$ cat config.mk
export PLATFORM = sky130hd
export DESIGN_NAME = branch_resolve_unit
export DESIGN_NICKNAME = d
export VERILOG_FILES = /design/src/rtl/bru_pkg.sv /design/src/rtl/bru_fifo.sv /design/src/rtl/branch_resolve_unit.sv
export SDC_FILE = /design/constraint.sdc
export NUM_CORES = 1
export LEC_CHECK = 0
export ABC_AREA = 1
export CORE_UTILIZATION = 25
export DETAILED_ROUTE_END_ITERATION = 8
export PLACE_DENSITY = 0.54
export SLEW_MARGIN = 20
export SYNTH_ARGS = -nofsm -noshare
export SYNTH_HDL_FRONTEND = slang
export SYNTH_SLANG_ARGS = --single-unit
$ cat constraint.sdc
create_clock -name clk -period 12.04 [get_ports clk]
set_input_delay 2.408 -clock clk [delete_from_list [all_inputs] [get_ports clk]]
set_output_delay 2.408 -clock clk [all_outputs]
set_load 0.02 [all_outputs]
$ cat src/rtl/bru_pkg.sv
// Shared types and constants for the branch resolve unit.
package bru_pkg;
  localparam logic [6:0]  BRANCH_OPCODE = 7'b1100011;
  localparam int unsigned BRU_XLEN      = 32;

  typedef struct packed {
    logic [BRU_XLEN-1:0] pc;
    logic                pred;
    logic [BRU_XLEN-1:0] target;
  } bru_entry_t;
endpackage

$ cat src/rtl/bru_fifo.sv
// In-order circular queue with push/pop/clear; clear wins and discards a concurrent push.
module bru_fifo #(
  parameter int unsigned WIDTH = 65,
  parameter int unsigned DEPTH = 4
) (
  input  logic                       clk,
  input  logic                       rst,
  input  logic                       push_i,
  input  logic                       pop_i,
  input  logic                       clear_i,
  input  logic [WIDTH-1:0]           din_i,
  output logic [WIDTH-1:0]           dout_o,
  output logic [$clog2(DEPTH+1)-1:0] count_o
);
  localparam int unsigned PW = $clog2(DEPTH);
  localparam int unsigned CW = $clog2(DEPTH+1);

  logic [WIDTH-1:0] mem_q [DEPTH];
  logic [PW-1:0]    wr_ptr_q, rd_ptr_q;
  logic [CW-1:0]    count_q;
  logic             full, empty, do_push, do_pop;

  always_comb begin
    full    = (count_q == CW'(DEPTH));
    empty   = (count_q == '0);
    do_pop  = pop_i & ~empty;
    // a pop in the same cycle frees the slot, so a full queue still accepts
    do_push = push_i & (~full | do_pop);
  end

  always_ff @(posedge clk) begin
    if (rst || clear_i) begin
      wr_ptr_q <= '0;
      rd_ptr_q <= '0;
      count_q  <= '0;
    end else begin
      if (do_push) wr_ptr_q <= wr_ptr_q + PW'(1);
      if (do_pop)  rd_ptr_q <= rd_ptr_q + PW'(1);
      unique case ({do_push, do_pop})
        2'b10:   count_q <= count_q + CW'(1);
        2'b01:   count_q <= count_q - CW'(1);
        default: count_q <= count_q;
      endcase
    end
  end

  always_ff @(posedge clk) begin
    if (!rst && !clear_i && do_push) mem_q[wr_ptr_q] <= din_i;
  end

  assign dout_o  = mem_q[rd_ptr_q];
  assign count_o = count_q;
endmodule

$ cat src/rtl/branch_resolve_unit.sv
// Resolves predicted branches against MEM outcomes; registered redirect and predictor training.
// Optional saturating statistics counters enabled by defining BRU_STATS_EN.
module branch_resolve_unit
  import bru_pkg::*;
#(
  parameter int unsigned DATA_WIDTH = 32,
  parameter int unsigned QDEPTH     = 4,
  parameter int unsigned IDX_W      = 10
) (
  input  logic                  clk,
  input  logic                  rst,
  input  logic                  push_valid,
  input  logic [DATA_WIDTH-1:0] push_pc,
  input  logic                  push_pred,
  input  logic [DATA_WIDTH-1:0] push_target,
  output logic                  push_ready,
  input  logic                  res_valid,
  input  logic                  res_taken,
  input  logic [DATA_WIDTH-1:0] res_target,
  output logic                  redirect,
  output logic [DATA_WIDTH-1:0] redirect_pc,
  output logic                  upd_valid,
  output logic [IDX_W-1:0]      upd_index,
  output logic                  upd_taken,
  output logic [1:0]            err,
  output logic [31:0]           stat_branches,
  output logic [31:0]           stat_mispred
);
  localparam int unsigned EW = 2*DATA_WIDTH + 1;
  localparam int unsigned CW = $clog2(QDEPTH+1);

  logic [EW-1:0]         head;
  logic [CW-1:0]         count;
  logic [DATA_WIDTH-1:0] head_pc, head_tgt;
  logic                  head_pred, pop_en, mispredict, clear, full;

  logic                  redirect_q, upd_valid_q, upd_taken_q;
  logic [DATA_WIDTH-1:0] redirect_pc_q;
  logic [IDX_W-1:0]      upd_index_q;
  logic [1:0]            err_q;

  bru_fifo #(.WIDTH(EW), .DEPTH(QDEPTH)) u_fifo (
    .clk     (clk),
    .rst     (rst),
    .push_i  (push_valid),
    .pop_i   (res_valid),
    .clear_i (clear),
    .din_i   ({push_pc, push_pred, push_target}),
    .dout_o  (head),
    .count_o (count)
  );

  always_comb begin
    head_pc    = head[EW-1 -: DATA_WIDTH];
    head_pred  = head[DATA_WIDTH];
    head_tgt   = head[DATA_WIDTH-1:0];
    full       = (count == CW'(QDEPTH));
    pop_en     = res_valid & (count != '0);
    mispredict = (head_pred != res_taken) | (head_pred & res_taken & (head_tgt != res_target));
    // younger entries are wrong-path after a mispredict
    clear      = pop_en & mispredict;
  end

  always_ff @(posedge clk) begin
    if (rst) begin
      redirect_q    <= 1'b0;
      redirect_pc_q <= '0;
      upd_valid_q   <= 1'b0;
      upd_index_q   <= '0;
      upd_taken_q   <= 1'b0;
      err_q         <= '0;
    end else begin
      redirect_q  <= pop_en & mispredict;
      upd_valid_q <= pop_en;
      if (pop_en) begin
        redirect_pc_q <= res_taken ? res_target : head_pc + DATA_WIDTH'(4);
        upd_index_q   <= head_pc[IDX_W+1:2];
        upd_taken_q   <= res_taken;
      end
      if (res_valid && count == '0)      err_q[0] <= 1'b1;
      if (push_valid && full && !pop_en) err_q[1] <= 1'b1;
    end
  end

`ifdef BRU_STATS_EN
  logic [31:0] stat_br_q, stat_mp_q;

  always_ff @(posedge clk) begin
    if (rst) begin
      stat_br_q <= '0;
      stat_mp_q <= '0;
    end else begin
      if (pop_en && stat_br_q != '1)              stat_br_q <= stat_br_q + 32'd1;
      if (pop_en && mispredict && stat_mp_q != '1) stat_mp_q <= stat_mp_q + 32'd1;
    end
  end

  assign stat_branches = stat_br_q;
  assign stat_mispred  = stat_mp_q;
`else
  assign stat_branches = '0;
  assign stat_mispred  = '0;
`endif

  assign push_ready  = (count != CW'(QDEPTH));
  assign redirect    = redirect_q;
  assign redirect_pc = redirect_pc_q;
  assign upd_valid   = upd_valid_q;
  assign upd_index   = upd_index_q;
  assign upd_taken   = upd_taken_q;
  assign err         = err_q;
endmodule

==> impl_results.md, run 1 <==
* Clock latency on the worst-skew pair at 0.55 ns
* Max_cap viols at 0
* Routed Antenna Nets at 0
* Yosys reg bits at 316
* Die extent in y at 243 um
* RSZ-0062 raised after global routing: no
* Wirelength per Cell at 18.0 um
* CTS Hold Buffers Added at 0
* Core box area at 0.0576 sq mm
* Overall Power at 3.78 mW
* Max IR drop VDD at 77.7 uV
* Asr flop ratio synth at 0%
* CTS tree: built
* Ranking of synthesized cells by area: edfxtp_1, nand2_1, dfxtp_1
* Flop2flop setup slack at 6.74 ns
* Worst Hold Path Cells at 2
* Setup_tns at 0 ns
* Row cnt at 88
* Post-cts resize count at 0
* Minimum clock period at 5.68 ns
* Metal2 WL at 20700 um
* Post-Synthesis Cells at 1502
* Routed wl met3 at 3130 um
* Num ports at 214
* Worst Tran Pin Value at 1.01 ns
* Power per cell area at 214 mW/mm^2
* CTS Buffer Depth at 3
* Layout cells sized above 1 at 7.55%
* Vias in the first global route at 9795
* Top cell family by delay on the critical path: simple AND/OR/NAND/NOR gates
* TritonCTS Buffers at 36
* CP cell instances: clkdlybuf4s50_1 -> inv_1 -> nand3_1 -> nand4_1 -> nor2_1 -> nand2_1 -> nor2_1 -> nand2_1 -> nand2_1 -> nand2_1 -> nand2_1 -> nand3_1 -> nor2_4 -> buf_4
* Slew Limit Fails at 0
* Vias per inst at 4.30
* Reg clk slew, reported paths at 0.06 ns
* # setup viols final at 0
* Post-synth EDFFs at 260
* Final core occ at 30.7%
* DR pass1 iterations at 7
* Syn_area_per_cell at 9.68 sq um
* Number of library cell types mapped by synthesis at 40
* Synth warnings at 0
* Outcome: finished clean
* Worst hold path class: flop to flop
* WP data required at 12.22 ns
* Largest net degree at the start of global routing at 119
* Crit-path slowest cell: nor2_4
* Layout net count at 1750
* Placement Cell Area at 0.0165 sq mm
* CP most frequent cell: nand2_1
* # port buffers at 149
* Post-CTS Setup Bufs at 0
* Worst path bufs/invs at 3
* All-Layer GR Usage at 14.6%
* Die X at 243 um
* Worst Path Max Fanout at 37
* Element type at the critical path end: flop
* Synthesis-to-layout area growth at 21.5%
* Final Hold Viols at 0
* WHS Endpoint: err[1]
* CP Data Arrival Time at 5.86 ns
* Die area at 0.0591 sq mm
* Vias at 10472
* Kind of critical path: input port to flop
* Clock skew at 0.0252 ns
* R2R Path End: u_fifo.mem_q[2][8]
* First-pass GRT wire length at 63600 um
* Yosys top cell by area: edfxtp_1
* Area fraction of the dominant cell type after synthesis at 53.7%
* Leakage at 6.75 nW
* Sequential fraction of the synthesis area at 61.4%
* Top Layer Used: met5
* Commonest register cell after synthesis: edfxtp_1
* GR Overflow Total at 0
* Slowest cell delay on critical path at 0.85 ns
* Initial DRC Count at 660
* R2R cell count at 17
* Residual DRC count at 0
* H-tree depth at 2
* Final worst-path cycle share at 47.1%
* Highest clock rate at 0.176 GHz
* Post-Syn Area at 0.0145 sq mm
* Post-Route WL at 43800 um
* Slew HR at 32.8%
* DPL Wire Length at 29900 um
* CP startpoint kind: input port
* Smallest hold slack at 0.451 ns
* Initial core utilization at 25.2%
* Post-Route M1 WL at 18400 um
* CTS Sinks at 316
* Initial antenna violation count at 11
* Placer Congestion at 0.866
* Critical hold path startpoint: err[1]
* Final instance area at 0.0177 sq mm
* Root buffer cell: clkbuf_16
## tightest hold or removal path, cell delays in order, from the launching register on
cell and delay [ns]:
dfxtp_1 0.31, inv_1 0.05, a21oi_1 0.05
## cell usage in the layout, fill, tap and decap left out, types with 24 or more instances in the layout
| cell type | count |
|---|---|
| clkbuf_16 | 37 |
| a21oi_1 | 75 |
| dfxtp_1 | 54 |
| clkdlybuf4s50_1 | 149 |
| nand3_1 | 145 |
| nand2_1 | 460 |
| inv_1 | 119 |
| conb_1 | 64 |
| o21ai_0 | 48 |
| o21ai_1 | 24 |
| nor2_1 | 73 |
| edfxtp_1 | 260 |
## cell usage after synthesis, drive strengths merged, types with 2 or more instances
cell type / n
a21oi: 76
a31oi: 3
and2: 4
buf: 104
clkbuf: 23
dfxtp: 56
edfxtp: 260
ha: 6
inv: 132
nand2: 476
nand3: 147
nand3b: 4
nand4: 6
nor2: 93
nor3: 4
o211ai: 16
o21ai: 73
o22ai: 4
xnor2: 2
xor2: 7
## power breakdown
| group | total [mW] | internal (mW) | switching (mW) |
|---|---|---|---|
| combinational | 1.33 | 0.402 | 0.925 |
| sequential | 1.41 | 1.34 | 0.0689 |
| clock | 1.05 | 0.613 | 0.435 |
| total | 3.78 | 2.35 | 1.43 |
## through the flow
stage                     cells  setup slack, ns
after floorplan            1565             5.62
after global placement     2368             5.78
after detailed placement   2368             5.76
after CTS                  2433             6.35
after global routing       2434             6.09
final                      2437             6.36
## worst max path at each step
stage | from | to | cells past startpoint
final | res_target[29] | u_fifo.mem_q[2][8] | 14
after global routing | res_target[25] | u_fifo.mem_q[2][8] | 16
after global placement | res_target[25] | u_fifo.mem_q[2][42] | 16
after CTS | res_target[25] | u_fifo.mem_q[2][10] | 16
after floorplan | res_target[25] | u_fifo.mem_q[0][0] | 14
after detailed placement | res_target[25] | u_fifo.mem_q[2][42] | 16
## kinds of logic after synthesis
kind of cell | synth area share, %
AND/OR/NAND/NOR | 21.5
flip-flops | 61.4
buffers and inverters | 9.34
AO/OA/AOI/OAI | 6.39
XOR/XNOR | 0.542
adder cells (fa/ha/maj) | 0.654
other | 0.0258
multiplexers | 0.0689
## metal layers
layer  vias up  GRT usage (%)
li1       5153              -
met1      4912           18.0
met2       317           24.2
met3        78           4.39
met4        12           5.12
met5         -              0
## final cells by class
class / instances / area, sq um
fillers: 5920 / 39900
flip-flops and latches: 316 / 8930
multi-input cells: 990 / 4520
repair buffers: 165 / 1620
clock buffers: 52 / 1020
well taps: 765 / 957
inverters: 132 / 502
clock inverters: 13 / 95.1
diodes: 4 / 10.0
## sequential cells by signal, summed over array words and instances, names as in the netlist, named ones only
| signal | count |
|---|---|
| err | 2 |
| redirect | 1 |
| redirect_pc | 32 |
| u_fifo.count_o | 3 |
| u_fifo.mem_q | 260 |
| u_fifo.rd_ptr_q | 2 |
| u_fifo.wr_ptr_q | 2 |
| upd_index | 10 |
| upd_taken | 1 |
| upd_valid | 1 |
Power figures use the tool's default switching activity.
==> run 2, diff against run 1 <==
--- a/config.mk
+++ b/config.mk
@@ -8,7 +8,7 @@
 export ABC_AREA = 1
 export CORE_UTILIZATION = 25
 export DETAILED_ROUTE_END_ITERATION = 8
-export PLACE_DENSITY = 0.54
+export PLACE_DENSITY = 0.55
 export SLEW_MARGIN = 20
 export SYNTH_ARGS = -nofsm -noshare
 export SYNTH_HDL_FRONTEND = slang
==> constraint.sdc (replaced) <==
create_clock -name clk -period 5.2 [get_ports clk]
set_input_delay 1.04 -clock clk [delete_from_list [all_inputs] [get_ports clk]]
set_output_delay 1.04 -clock clk [all_outputs]
set_load 0.02 [all_outputs]
==> run 2 against run 1 <==
Against the previous run:
- sequential share of layout area is 0.24 points lower
- combinational power grew 130%
- routed wire length grew 1.2%
- clock power increased by 120%
- total power up 130%
- critical path depth is 2 higher
- clock-buffer cell count is 4 lower
- setup slack got worse by 4.8 ns
- design area increased by 0.47%
- via count is 2.0% higher
- sequential cell count is the same
- global-route usage grew 0.31 points
==> impl_results.md, run 2 (synthesis gave the netlist of run 1 again) <==
* Final worst-path cycle share at 70.1%
* Worst Tran Pin Value at 1.10 ns
* GR Overflow Total at 0
* CTS Sinks at 316
* TritonCTS Buffers at 34
* # port buffers at 149
* Post-Route WL at 44400 um
* Synthesis-to-layout area growth at 22.1%
* Highest clock rate at 0.274 GHz
* Slew HR at 26.8%
* Worst Path Max Fanout at 142
* Kind of critical path: flop to flop
* Power per cell area at 493 mW/mm^2
* Layout cells sized above 1 at 7.71%
* Layout net count at 1756
* Outcome: finished clean
* Routed Antenna Nets at 0
* Reg clk slew, reported paths at 0.06 ns
* Smallest hold slack at 0.459 ns
* Die X at 243 um
* Element type at the critical path end: flop
* DPL Wire Length at 31700 um
* CP Data Arrival Time at 3.80 ns
* Die area at 0.0591 sq mm
* Max FFs per register at 260
* Vias in the first global route at 10205
* Final Hold Viols at 0
* WP data required at 5.36 ns
* Worst Hold Path Cells at 2
* Worst hold path class: flop to flop
* CTS Buffer Depth at 3
* Initial DRC Count at 791
* Slew Limit Fails at 0
* # setup viols final at 0
* Wirelength per Cell at 18.2 um
* Max_cap viols at 0
* Vias per inst at 4.38
* All-Layer GR Usage at 14.9%
* Row cnt at 88
* CTS tree: built
* Minimum clock period at 3.65 ns
* CP startpoint kind: flop
* DR pass1 iterations at 5
* Placer Congestion at 0.930
* Commonest non-fill, non-tap cell in the layout: nand2_1
* Largest net degree at the start of global routing at 143
* Post-cts resize count at 0
* Initial antenna violation count at 4
* Clock skew at 0.0255 ns
* Core box area at 0.0576 sq mm
* CTS Hold Buffers Added at 0
* Root buffer cell: clkbuf_16
* Post-CTS Setup Bufs at 0
* Leakage at 6.77 nW
* Setup_tns at 0 ns
* Residual DRC count at 0
* Max IR drop VDD at 321 uV
* Final instance area at 0.0177 sq mm
* RSZ-0062 raised after global routing: no
* Placement Cell Area at 0.0166 sq mm
* Reg with most FFs: u_fifo.mem_q
* First-pass GRT wire length at 66000 um
* Most frequent cells in the layout: nand2_1, edfxtp_1, clkdlybuf4s50_1, nand3_1, inv_1
* Vias at 10678
* H-tree depth at 2
* Num ports at 214
* Initial core utilization at 25.2%
* Die extent in y at 243 um
* Clock latency on the worst-skew pair at 0.53 ns
* R2R cell count at 16
## run 2: cell count changes in the layout (fill, tap and decap cells not counted), sizes merged
cell | before | now
clkinv | 11 | 10
diode | 4 | 1
bufinv | 1 | 2
buf | 16 | 24
clkinvlp | 0 | 2
clkbuf | 52 | 48
inv | 133 | 132
## run 2: per-stage QoR
stage | power, mW | cells | utilization [%] | setup slack [ns]
after floorplan | 5.33 | 1565 | - | 0.150
after CTS | 8.86 | 2438 | 30.8 | 1.53
after global routing | 9.26 | 2439 | 30.8 | 1.30
final | 8.74 | 2439 | 30.8 | 1.55
after detailed placement | 6.48 | 2376 | 28.9 | 1.24
after global placement | 6.43 | 2376 | 28.9 | 1.28
## run 2: area by class of cell
type / instances / area [sq um]
repair buffers: 173 / 1730
clock inverters: 14 / 150
inverters: 132 / 500
flip-flops and latches: 316 / 8930
fillers: 5914 / 39800
well taps: 765 / 957
multi-input cells: 990 / 4520
diodes: 1 / 2.50
clock buffers: 48 / 945
## run 2: power breakdown
group          leakage [nW]  total, mW  internal (mW)  switching (mW)
registers              2.82       3.26           3.09           0.172
logic                  3.43       3.12          0.968            2.15
clock network         0.523       2.36           1.38           0.978
total                  6.77       8.74           5.44            3.30
## run 2: worst paths after layout
kind | start | to | slack (ns)
worst max-delay path | flop | u_fifo.mem_q[0][57] | 1.55
worst min-delay path | err[0] | err[0] | 0.46
worst max register to register | flop | u_fifo.mem_q[0][57] | 1.55
worst min register to register | err[0] | err[0] | 0.46
## run 2: worst max-delay path, stage by stage (launching register included)
cell and delay, ns:
dfxtp_4 0.38, buf_12 0.47, nand2_1 0.10, nand3_1 0.15
nand2_1 0.08, nand2_1 0.06, nand4_1 0.21, nor2_1 0.22
nand2_1 0.08, nor2_1 0.09, nand2_1 0.06, nand2_1 0.05
nand2_1 0.04, nand2_1 0.11, nand3_1 0.32, nor2_4 0.23
buf_4 0.42
## run 2: layer usage
layer	up-vias	track usage [%]	wire length [um]
met3	71	2.69	2460
met5	-	0	22
met1	5080	19.0	18900
met4	4	6.01	1690
met2	363	25.0	21300
li1	5160	-	-
